[src/rtl/tx_rr_scheduler_if.sv]
// Bundle between the byte producers, the round-robin scheduler and the serial transmitter.
// Handshake: req is a level held until the matching done pulse; tx_send stays high until tx_busy is seen high, and a frame ends when tx_busy falls.
`timescale 1ns/1ps
interface tx_rr_scheduler_if #(
    parameter int N_REQ = 4
);
    logic [N_REQ-1:0]   req;
    logic [8*N_REQ-1:0] req_data;
    logic [N_REQ-1:0]   done;
    logic [N_REQ-1:0]   grant;
    logic               tx_send;
    logic [7:0]         tx_din;
    logic               tx_busy;

    modport master (
        input  req, req_data, tx_busy,
        output done, grant, tx_send, tx_din
    );

    modport slave (
        output req, req_data, tx_busy,
        input  done, grant, tx_send, tx_din
    );
endinterface

[src/rtl/tx_rr_scheduler.sv]
// Round-robin arbiter that shares one serial transmitter among N_REQ byte producers.
// Each grant launches one frame, waits for it to finish, pulses done, then re-arbitrates.
`timescale 1ns/1ps
module tx_rr_scheduler #(
    parameter int N_REQ          = 4,
    parameter int LAUNCH_TIMEOUT = 16
) (
    input  logic               clk,
    input  logic               rst_n,
    tx_rr_scheduler_if.master  bus,
    output logic               err,
    input  logic               err_clr,
    output logic [1:0]         dbg_state
);
    localparam int PTR_W = (N_REQ > 1) ? $clog2(N_REQ) : 1;
    localparam int CNT_W = $clog2(LAUNCH_TIMEOUT + 1);

    typedef enum logic [1:0] {
        S_IDLE   = 2'd0,
        S_LAUNCH = 2'd1,
        S_XMIT   = 2'd2,
        S_DONE   = 2'd3
    } state_e;

    state_e             state_q, state_d;
    logic [PTR_W-1:0]   ptr_q, ptr_d;
    logic [PTR_W-1:0]   owner_q, owner_d;
    logic [CNT_W-1:0]   cnt_q, cnt_d;
    logic [N_REQ-1:0]   grant_q, grant_d;
    logic [N_REQ-1:0]   done_q, done_d;
    logic               tx_send_q, tx_send_d;
    logic [7:0]         tx_din_q, tx_din_d;
    logic               err_q, err_d;

    logic               win_found;
    logic [PTR_W-1:0]   win_idx;
    logic [N_REQ-1:0]   win_oh;
    logic [7:0]         win_byte;
    logic [PTR_W:0]     cand_sum;

    // Search starts one past the last served requester and wraps.
    always_comb begin
        win_found = 1'b0;
        win_idx   = '0;
        cand_sum  = '0;
        for (int k = 1; k <= N_REQ; k++) begin
            cand_sum = {1'b0, ptr_q} + (PTR_W+1)'(k);
            if (cand_sum >= (PTR_W+1)'(N_REQ)) begin
                cand_sum = cand_sum - (PTR_W+1)'(N_REQ);
            end
            if (!win_found && bus.req[cand_sum[PTR_W-1:0]]) begin
                win_found = 1'b1;
                win_idx   = cand_sum[PTR_W-1:0];
            end
        end
    end

    always_comb begin
        win_oh   = '0;
        win_byte = 8'h00;
        for (int i = 0; i < N_REQ; i++) begin
            if (PTR_W'(i) == win_idx) begin
                win_oh[i] = 1'b1;
                win_byte  = bus.req_data[i*8 +: 8];
            end
        end
    end

    always_comb begin
        state_d   = state_q;
        ptr_d     = ptr_q;
        owner_d   = owner_q;
        cnt_d     = cnt_q;
        grant_d   = grant_q;
        done_d    = '0;
        tx_send_d = 1'b0;
        tx_din_d  = tx_din_q;
        err_d     = err_q;
        if (err_clr) begin
            err_d = 1'b0;
        end
        unique case (state_q)
            S_IDLE: begin
                if (win_found) begin
                    grant_d   = win_oh;
                    owner_d   = win_idx;
                    tx_din_d  = win_byte;
                    tx_send_d = 1'b1;
                    cnt_d     = '0;
                    state_d   = S_LAUNCH;
                end
            end
            S_LAUNCH: begin
                if (bus.tx_busy) begin
                    state_d = S_XMIT;
                end else if (cnt_q == CNT_W'(LAUNCH_TIMEOUT - 1)) begin
                    // A timeout outranks a simultaneous err_clr.
                    err_d   = 1'b1;
                    grant_d = '0;
                    state_d = S_IDLE;
                end else begin
                    tx_send_d = 1'b1;
                    cnt_d     = cnt_q + 1'b1;
                end
            end
            S_XMIT: begin
                if (!bus.tx_busy) begin
                    done_d  = grant_q;
                    state_d = S_DONE;
                end
            end
            S_DONE: begin
                ptr_d   = owner_q;
                grant_d = '0;
                state_d = S_IDLE;
            end
            default: state_d = S_IDLE;
        endcase
    end

    always_ff @(posedge clk or negedge rst_n) begin
        if (!rst_n) begin
            state_q   <= S_IDLE;
            ptr_q     <= PTR_W'(N_REQ - 1);
            owner_q   <= '0;
            cnt_q     <= '0;
            grant_q   <= '0;
            done_q    <= '0;
            tx_send_q <= 1'b0;
            tx_din_q  <= 8'h00;
            err_q     <= 1'b0;
        end else begin
            state_q   <= state_d;
            ptr_q     <= ptr_d;
            owner_q   <= owner_d;
            cnt_q     <= cnt_d;
            grant_q   <= grant_d;
            done_q    <= done_d;
            tx_send_q <= tx_send_d;
            tx_din_q  <= tx_din_d;
            err_q     <= err_d;
        end
    end

    assign bus.grant   = grant_q;
    assign bus.done    = done_q;
    assign bus.tx_send = tx_send_q;
    assign bus.tx_din  = tx_din_q;
    assign err         = err_q;
    assign dbg_state   = state_q;
endmodule

[src/flat_wrapper.sv]
// flat-port wrapper written by rule: the top's interface ports become plain ports
module tx_rr_scheduler_flat 
#(
    parameter int N_REQ          = 4,
    parameter int LAUNCH_TIMEOUT = 16
)
  (clk, rst_n, err, err_clr, dbg_state, bus_req, bus_req_data, bus_tx_busy, bus_done, bus_grant, bus_tx_send, bus_tx_din);
  tx_rr_scheduler_if #(.N_REQ(N_REQ)) bus_i ();
  input  logic clk;
  input  logic rst_n;
  output logic err;
  input  logic err_clr;
  output logic [1:0] dbg_state;
  input wire logic [$bits(bus_i.req)-1:0] bus_req;
  input wire logic [$bits(bus_i.req_data)-1:0] bus_req_data;
  input wire logic [$bits(bus_i.tx_busy)-1:0] bus_tx_busy;
  output wire logic [$bits(bus_i.done)-1:0] bus_done;
  output wire logic [$bits(bus_i.grant)-1:0] bus_grant;
  output wire logic [$bits(bus_i.tx_send)-1:0] bus_tx_send;
  output wire logic [$bits(bus_i.tx_din)-1:0] bus_tx_din;
  assign bus_i.req = bus_req;
  assign bus_i.req_data = bus_req_data;
  assign bus_i.tx_busy = bus_tx_busy;
  assign bus_done = bus_i.done;
  assign bus_grant = bus_i.grant;
  assign bus_tx_send = bus_i.tx_send;
  assign bus_tx_din = bus_i.tx_din;
  tx_rr_scheduler #(.N_REQ(N_REQ), .LAUNCH_TIMEOUT(LAUNCH_TIMEOUT)) u_core (.clk(clk), .rst_n(rst_n), .bus(bus_i), .err(err), .err_clr(err_clr), .dbg_state(dbg_state));
endmodule
[config.mk]
export PLATFORM = sky130hd
export DESIGN_NAME = tx_rr_scheduler_flat
export DESIGN_NICKNAME = d
export VERILOG_FILES = /design/src/rtl/tx_rr_scheduler_if.sv /design/src/rtl/tx_rr_scheduler.sv /design/src/flat_wrapper.sv
export SDC_FILE = /design/constraint.sdc
export NUM_CORES = 1
export LEC_CHECK = 0
export ABC_AREA = 1
export BUFFER_PORTS_ARGS = -buffer_cell sky130_fd_sc_hd__buf_2
export CORE_MARGIN = 2
export CORE_UTILIZATION = 40
export CTS_BUF_LIST = sky130_fd_sc_hd__clkbuf_8
export DETAILED_ROUTE_END_ITERATION = 8
export PLACE_DENSITY = 0.66
export SLEW_MARGIN = 20
export SYNTH_ARGS = -nofsm -noshare
export SYNTH_HDL_FRONTEND = slang
export SYNTH_SLANG_ARGS = --single-unit
[constraint.sdc]
create_clock -name clk -period 2.6 [get_ports clk]
set_input_delay 0.13 -clock clk [delete_from_list [all_inputs] [get_ports clk]]
set_output_delay 0.13 -clock clk [all_outputs]
set_load 0.01 [all_outputs]
==> results.cfg <==
[power]
peakVddDrop_uv = 502
p_clk_share_pct = 13.4
intPower_mw = 1.40
p_per_area_nw_per_um2 = 1310
p_sw_share_pct = 50.6
leakage_nw = 1.20
p_comb_share_pct = 60.5
power_switching_mw = 1.44
seqPwrFrac_pct = 26.1

[cells_and_area]
fin_area_um2 = 2160
area_growth_pct = 23.7
nFillCells = 435
fin_cells = 349
nets = 338
drive_gt1_share_pct = 30.6
seq_area_um2 = 728
n_antenna_cell = 0
multiInputGateArea_um2 = 860

[critical_path]
crit_path_start_kind = register
startpoint = u_core.ptr_q[0]$_DFFE_PN1P_
crit_chain = inv_2, nand2_1, nand2_1, nand2_1, nand2_2, nor2_8, nand2_1, nor2_2, inv_2, nand3_2, inv_2, o21ai_0, inv_1, nand2_1, nand2_1
rrSetupSlack_ns = 0.24
rr_endpoint = u_core.bus.tx_din[1]$_DFFE_PN0P_
ff2ff_path_depth = 15
regToRegStartpoint = u_core.ptr_q[0]$_DFFE_PN1P_
cp-end-kind = register
crit_fanout = 14
path_class = register to register
cp-endpoint = u_core.bus.tx_din[1]$_DFFE_PN0P_
max_stage_delay_ns = 0.67
slowest_stage = dfstp_2
path_common_cell = nand2_1
arrival_ns = 2.53
crit_required_ns = 2.77

[timing]
tns_ns = 0
slew_headroom_pct = 56.5
hold_viol_final = 0
finalClockSkew_ns = 0.00466
tightest_slew_ns = 0.652
finalSetupViolations = 0
slew_viol_final = 0
fmax_mhz = 424
rsz0062_at_grt = no
fin_crit_sh_pct = 90.6
finalWorstPathRequiredPeriod_ns = 2.36

[clock_network]
htreeDepth = 2
clk_root_buffer_cell = clkbuf_8
ctsResizeCount = 0
clock_latency_ns = 0.29
cts_buffers = 5
cts_tree = yes
clock-sinks = 29
path_clk_slew_ns = 0.06
clk_path_buf_depth = 2

[synth]
synthMostInstantiatedCell = nand2_1
synth_fa_ha_area_share_pct = 1.43
ys_top_cells_by_area = dfrtp_1, nand2_1, nand3_1, inv_1, o21ai_0
synth_compound_area_share_pct = 9.36
synth_warnings = 0
synthTopCellsByCount = nand2_1, dfrtp_1, inv_1, nand3_1, o21ai_0
synthCells = 234
synth_top_family_by_area = simple AND/OR/NAND/NOR gates
synthSimpleGateAreaFrac_pct = 38.3
synth_top_area_share_pct = 38.6
synth-seq-cells = 29
synth_xor_area_share_pct = 0
synth_cell_types = 29
synth.largest_area_cell = dfrtp_1
syn_nets = 276
muxShareOfSynthArea_pct = 0
async_reset_ff_share_pct = 100
ys_seq_area_share_pct = 41.6
synth_enable_flop_cells = 0
syn-cell-area_um2 = 1750
synthFlopType = dfrtp_1
synth_area_per_cell_um2 = 7.48

[global_routing]
grt_pass1_vias = 1483
use_met2_pct = 25.6
use_met3_pct = 4.91
grt_max_degree = 30
grt_first_pass_wirelength_um = 6820
grt_antenna_before_repair = 0
grt_overflow_total = 0
grt-busiest-layer = met1
use_met1_pct = 25.9
groute.usage.overall_pct = 18.0

[placed_design]
place_hpwl_um = 3310
place_area_um2 = 2060
placed_cells = 340
numPortBuffers = 59
place.gp.congestion = 0.843

[floorplanning]
start_util_pct = 40.8
rows = 24
core_um2 = 4290
die_h_um = 70.2
io_pins = 60
die_x_um = 70.2
dieArea_um2 = 4920

[flow_run]
max_cap_violations = 0

[route]
drc = 0
detail_route.vias_per_cell = 4.86
postRouteAntennaNets = 0
drt_iter0_drc = 72
wl_um = 4280
vias = 1695
first_pass_iters = 4
wl_per_cell_um = 12.2

[run_status]
status = complete, no violations

[min_path]
hold_path_class = primary input to register
[metrics by stage]
step	power (mW)	hold WS [ns]	util, %	setup WS (ns)
finish	2.84	0.0282	50.4	0.243
global route	3.12	0.0564	50.4	0.0116
CTS	2.86	0.0312	50.4	0.245
detailed placement	2.47	0.197	48.1	0.256
global placement	2.44	0.203	48.1	0.273
floorplan	2.15	-0.166	-	0.748
[worst min path at each step]
| stage | cells past startpoint | start | slack, ns | end |
|---|---|---|---|---|
| after floorplan | 0 | rst_n | -0.17 | async pin |
| after global placement | 1 | rst_n | 0.20 | u_core.cnt_q[1]$_DFFE_PN0P_ |
| after detailed placement | 1 | rst_n | 0.20 | u_core.cnt_q[0]$_DFFE_PN0P_ |
| after CTS | 2 | err_clr | 0.03 | u_core.err$_DFF_PN0_ |
| after global routing | 2 | err_clr | 0.06 | u_core.err$_DFF_PN0_ |
| final | 2 | err_clr | 0.03 | u_core.err$_DFF_PN0_ |
[power groups by stage]
stage                     Clock [mW]  Sequential (mW)  Combinational [mW]
final                          0.381            0.740                1.72
after global placement             0            0.749                1.69
after floorplan                    0            0.765                1.38
after CTS                      0.388            0.739                1.73
after detailed placement           0            0.746                1.72
after global routing           0.408            0.766                1.95
[layout make-up]
cell class / count / area share, %
Clock inverter: 2 / 0.347
Timing Repair Buffer: 60 / 14.1
Multi-Input combinational cell: 169 / 39.7
Tap cell: 52 / 3.01
Sequential cell: 29 / 33.6
Inverter: 31 / 5.38
Clock buffer: 6 / 3.82
[cells in the final DEF (no fill, tap or decap), types with 3 or more instances in the layout]
master    instances
nand2_1          80
buf_2            59
o21ai_1           6
o22ai_1           3
nand4_1           7
inv_2             6
clkbuf_8          6
nand2_2           6
o21ai_0          14
a21oi_1           4
dfrtp_1          27
nand3_1          20
nor2_1           12
inv_1            27
[routing by layer]
layer  part of all wire (%)  wire, µm
met3                    6.3       270
met5                      0         0
met2                     44      1870
met1                     48      2060
met4                    1.6        70
[sequential cells by signal (all words and copies together), names as in the netlist, named ones only]
register and flops:
u_core.bus.done 4, u_core.bus.grant 4, u_core.bus.tx_din 8, u_core.bus.tx_send 1, u_core.cnt_q 5, u_core.dbg_state 1
u_core.err 1, u_core.owner_q 2, u_core.ptr_q 2
[logic make-up after synthesis]
logic type / after synthesis
buf+inv: 36
fa+ha+maj: 2
compound gates: 30
flops: 29
simple gates: 137
[critical path, delay by kind of cell (launching register included)]
family,cells,cell delay (ns)
AND/OR/NAND/NOR,10,1.04
buffers and inverters,4,0.42
AO/OA/AOI/OAI,1,0.11
flip-flops,1,0.67
[what timing repair did]
item	CTS	global route
hold endpoints to repair	27	0
hold buffers	1	0
setup buffers	0	0
No activity file was read; power rests on OpenSTA's default activity.
